<file path="src/rtl/ps_packet_arbiter.sv">
// Round-robin packet-level arbiter: zero-latency mux of COUNT PacketStream sources onto
// one sink, with the grant held from a packet's first offered word until its eop is accepted.
//  state    | meaning
//  ST_OPEN  | no grant held; rotating-priority search starting at ptr_reg
//  ST_LOCK  | grant_reg owns the sink until its eop word is accepted
module ps_packet_arbiter #(
  parameter int DWIDTH = 32,
  parameter int MWIDTH = 2,
  parameter int COUNT  = 4,
  localparam int SW    = $clog2(COUNT)
) (
  input  logic                     reset,
  input  logic                     clk,
  input  logic [COUNT-1:0]         i_en,
  input  logic [COUNT*DWIDTH-1:0]  i_dat,
  input  logic [COUNT*MWIDTH-1:0]  i_mty,
  input  logic [COUNT-1:0]         i_val,
  input  logic [COUNT-1:0]         i_eop,
  output logic [COUNT-1:0]         i_rdy,
  output logic [DWIDTH-1:0]        o_dat,
  output logic [MWIDTH-1:0]        o_mty,
  output logic                     o_val,
  output logic                     o_eop,
  input  logic                     o_rdy,
  output logic [SW-1:0]            o_sel,
  output logic                     o_busy
);

  typedef enum logic {ST_OPEN = 1'b0, ST_LOCK = 1'b1} state_t;

  state_t            state_reg, state_nxt;
  logic [SW-1:0]     grant_reg, grant_nxt;
  logic [SW-1:0]     ptr_reg, ptr_nxt;
  logic [SW-1:0]     sel, sel_inc;
  logic [SW:0]       cand;
  logic              offer;
  logic              locked;
  logic [DWIDTH-1:0] dat_arr [COUNT];
  logic [MWIDTH-1:0] mty_arr [COUNT];

  assign locked = (state_reg == ST_LOCK);

  for (genvar k = 0; k < COUNT; k++) begin : g_req
    assign dat_arr[k] = i_dat[k*DWIDTH +: DWIDTH];
    assign mty_arr[k] = i_mty[k*MWIDTH +: MWIDTH];
    assign i_rdy[k]   = ~reset & o_rdy & (sel == SW'(k)) & (locked | (i_val[k] & i_en[k]));
  end

  // Rotating-priority search; the candidate index wraps at COUNT, not at 2**SW.
  always_comb begin
    sel   = ptr_reg;
    offer = 1'b0;
    cand  = '0;
    if (locked) begin
      sel   = grant_reg;
      offer = i_val[grant_reg];
    end else begin
      for (int i = 0; i < COUNT; i++) begin
        cand = {1'b0, ptr_reg} + (SW+1)'(i);
        if (cand >= (SW+1)'(COUNT)) cand = cand - (SW+1)'(COUNT);
        if (!offer && i_val[cand[SW-1:0]] && i_en[cand[SW-1:0]]) begin
          offer = 1'b1;
          sel   = cand[SW-1:0];
        end
      end
    end
  end

  assign sel_inc = (sel == SW'(COUNT-1)) ? '0 : sel + SW'(1);

  assign o_val  = ~reset & offer;
  assign o_sel  = reset ? '0 : sel;
  assign o_dat  = dat_arr[sel];
  assign o_mty  = mty_arr[sel];
  assign o_eop  = i_eop[sel];
  assign o_busy = locked;

  // Lock even on a stalled offer so the presented word cannot change under o_rdy=0.
  always_comb begin
    state_nxt = state_reg;
    grant_nxt = grant_reg;
    ptr_nxt   = ptr_reg;
    if (o_val && o_rdy && o_eop) begin
      state_nxt = ST_OPEN;
      ptr_nxt   = sel_inc;
    end else if (o_val) begin
      state_nxt = ST_LOCK;
      grant_nxt = sel;
    end
  end

  always_ff @(posedge clk or posedge reset) begin
    if (reset) begin
      state_reg <= ST_OPEN;
      grant_reg <= '0;
      ptr_reg   <= '0;
    end else begin
      state_reg <= state_nxt;
      grant_reg <= grant_nxt;
      ptr_reg   <= ptr_nxt;
    end
  end

endmodule

</file>
<file path="config.mk">
export PLATFORM = sky130hd
export DESIGN_NAME = ps_packet_arbiter
export DESIGN_NICKNAME = d
export VERILOG_FILES = /design/src/rtl/ps_packet_arbiter.sv
export SDC_FILE = /design/constraint.sdc
export NUM_CORES = 1
export LEC_CHECK = 0
export ABC_AREA = 0
export CAP_MARGIN = 20
export CORE_AREA = 2 2 83 85
export DETAILED_ROUTE_END_ITERATION = 12
export DIE_AREA = 0 0 85 87
export GPL_TIMING_DRIVEN = 0
export PLACE_DENSITY = 0.78
export SLEW_MARGIN = 40
export SYNTH_ARGS = -nofsm -noshare
export SYNTH_HDL_FRONTEND = slang
export SYNTH_SLANG_ARGS = --single-unit
</file>
<file path="constraint.sdc">
create_clock -name clk -period 2.8 [get_ports clk]
set_input_delay 0.42 -clock clk [delete_from_list [all_inputs] [get_ports clk]]
set_output_delay 0.42 -clock clk [all_outputs]
set_load 0.05 [all_outputs]
</file>
==> metrics.txt <==
# rows 30; # fillers 419; asr flop ratio synth 100%; Primary FF master, synth dfrtp_1; share of cells above drive strength 1 43.5%; vias per inst 5.39; diode count 0; DRT iter0 DRCs 69; post-route DRC violation count 0; EDFF count, synth 0; clock root buffer clkbuf_8; vias in the first global route 3054; CTS tree built; Clock Pin Slew Worst Setup and Hold Paths 0.04 ns; Die W 85 um; syn_nets 464; syn_area_per_cell 5.46 um2; largest net degree at the start of global routing 12; post-route clock period utilization 100%; worst-margin pin slew 0.496 ns; CTS Buf Count 3; Setup TNS -0.00581 ns; Clk Latency, worst-skew pair 0.23 ns; initial antenna violation count 0; max_slew headroom 66.9%; largest fanout on the critical path 7; core area 6570 um2; final hold vios 0; Post-Syn Instances 309; type of origin of the critical path register; WS Path Type register to primary output; Synth-to-Final Area Change 219%; area taken by multi-input logic gates 2400 um2; area share of the largest cell type after synthesis 34.2%; Final Skew 0.00498 ns; number of synthesized register bits 5; Slew Viols, Final 0; Routed WL 12.0 mm; Die Ht 87 um; clock period minus worst slack 2.81 ns; # clock sinks 5; gpl congestion 0.887; RSZ-0062 raised after global routing yes; FMAX 356 MHz; failing checks negative setup slack; first-pass GRT wire length 15.1 mm; Yosys Warn Count 0; Initial Util 25.7%; hpwl dp 7.78 mm; post-synthesis cell type count 39; most common cell after layout, fill and taps aside clkdlybuf4s50_1; Register Area 128 um2; MaxCap Viol Count 0; synthesized cell area 1690 um2; Tightest Hold Check Type input port to async pin; Worst EP required 2.38 ns; Finish-stage setup viols 1; status complete, but fails checks; via count 3293; commonest cells after routing, fill and taps aside 143 x clkdlybuf4s50_1, 108 x nand2_1, 44 x buf_6; full die area 7400 um2; sequential area share after synthesis 7.41%; top post-synthesis cells by area nand2_1 34%, a31oi_1 13%, and3_1 13%, dfrtp_1 7.4%, clkbuf_1 3.1%; input/output buffers 193; CP Capture Type primary output; antenna viol nets, final 0; Max H-tree Level 1; clock buffer depth 2; Yosys top cell by area nand2_1; IO Count 194; final worst slack -0.00581 ns; global-route usage over all layers 25.2%; crit path DAT 2.39 ns; drt first pass iters 4; grt total ovfl 0; Wirelength per Cell 19.7 um; post-layout net count 687
-- metal layers --
metal  vias to the layer above  wire length [um]  global-route usage [%]
li1                       1509                 -                       -
met1                      1581              4450                    29.0
met2                       172              6370                    47.7
met3                        31               868                    4.74
met4                         0               327                    6.20
met5                         -                 0                       0
-- final cells by class --
type | instances | share of cell area, %
Inverter | 5 | 0.535
Sequential cell | 5 | 2.37
Multi-Input combinational cell | 274 | 44.7
Buffer | 24 | 6.23
Tap cell | 80 | 1.86
Clock buffer | 4 | 0.837
Timing Repair Buffer | 219 | 43.5
-- critical path, cell delays in order (launching register included) --
cell	delay, ns
dfrtp_2	0.42
buf_6	0.14
nand3b_1	0.20
a31oi_4	0.20
a41o_1	0.19
buf_6	0.17
inv_6	0.04
bufbuf_16	0.28
clkbuf_16	0.17
nand2_4	0.08
a31oi_4	0.10
buf_6	0.17
-- worst paths after layout --
check	end	start	slack [ns]	cells past startpoint
max	o_dat[13]	ptr_reg[0]	-0.006	11
min	ptr_reg[1]	reset	0.52	2
max reg2reg	grant_reg[1]	ptr_reg[0]	0.25	10
min reg2reg	grant_reg[1]	grant_reg[1]	0.55	1
max in group asynchronous	o_busy	reset	2.07	2
min in group clk	grant_reg[1]	grant_reg[1]	0.55	1
-- timing repair --
item / CTS / global route
setup buffers: 10 / 8
gates resized for setup: 355 / 155
hold buffers: 0 / 0
pin swaps: 4 / 39
gates cloned: 2 / 6
setup endpoints to repair: 42 / 40
-- cell usage after synthesis, drive strengths merged, types with 2 or more instances --
library cell / instances
nand2: 154
a31oi: 36
and3: 35
clkbuf: 14
buf: 11
nor2: 8
dfrtp: 5
inv: 5
a21oi: 4
ha: 4
mux2: 3
mux2i: 3
o21ai: 3
a22oi: 2
and2: 2
nand3b: 2
-- metrics by stage --
| stage | hold slack (ns) | setup slack (ns) | instance area (um2) | instances | util [%] |
|---|---|---|---|---|---|
| finish | 0.524 | -0.00581 | 5380 | 611 | 81.9 |
| global route | 0.567 | -0.0602 | 5380 | 611 | 81.9 |
| CTS | 0.531 | -0.0163 | 4690 | 598 | 71.4 |
| detailed placement | 0.537 | -1.38 | 4260 | 582 | 64.9 |
| global placement | 0.520 | -1.36 | 4260 | 582 | 64.9 |
| floorplan | 0.205 | -0.0863 | 2230 | 309 | - |
-- kinds of logic (layout without fill, tap and decap cells) --
group,Yosys count,after routing,synth area share [%]
simple gates,205,205,52.1
mux,7,7,6.08
compound gates,58,58,22.8
fa+ha+maj,4,4,2.97
buf+inv,30,252,8.60
flops,5,5,7.41
Power is not shown: default switching activity piles up to over one toggle a cycle in this logic, so the estimate is an artifact.
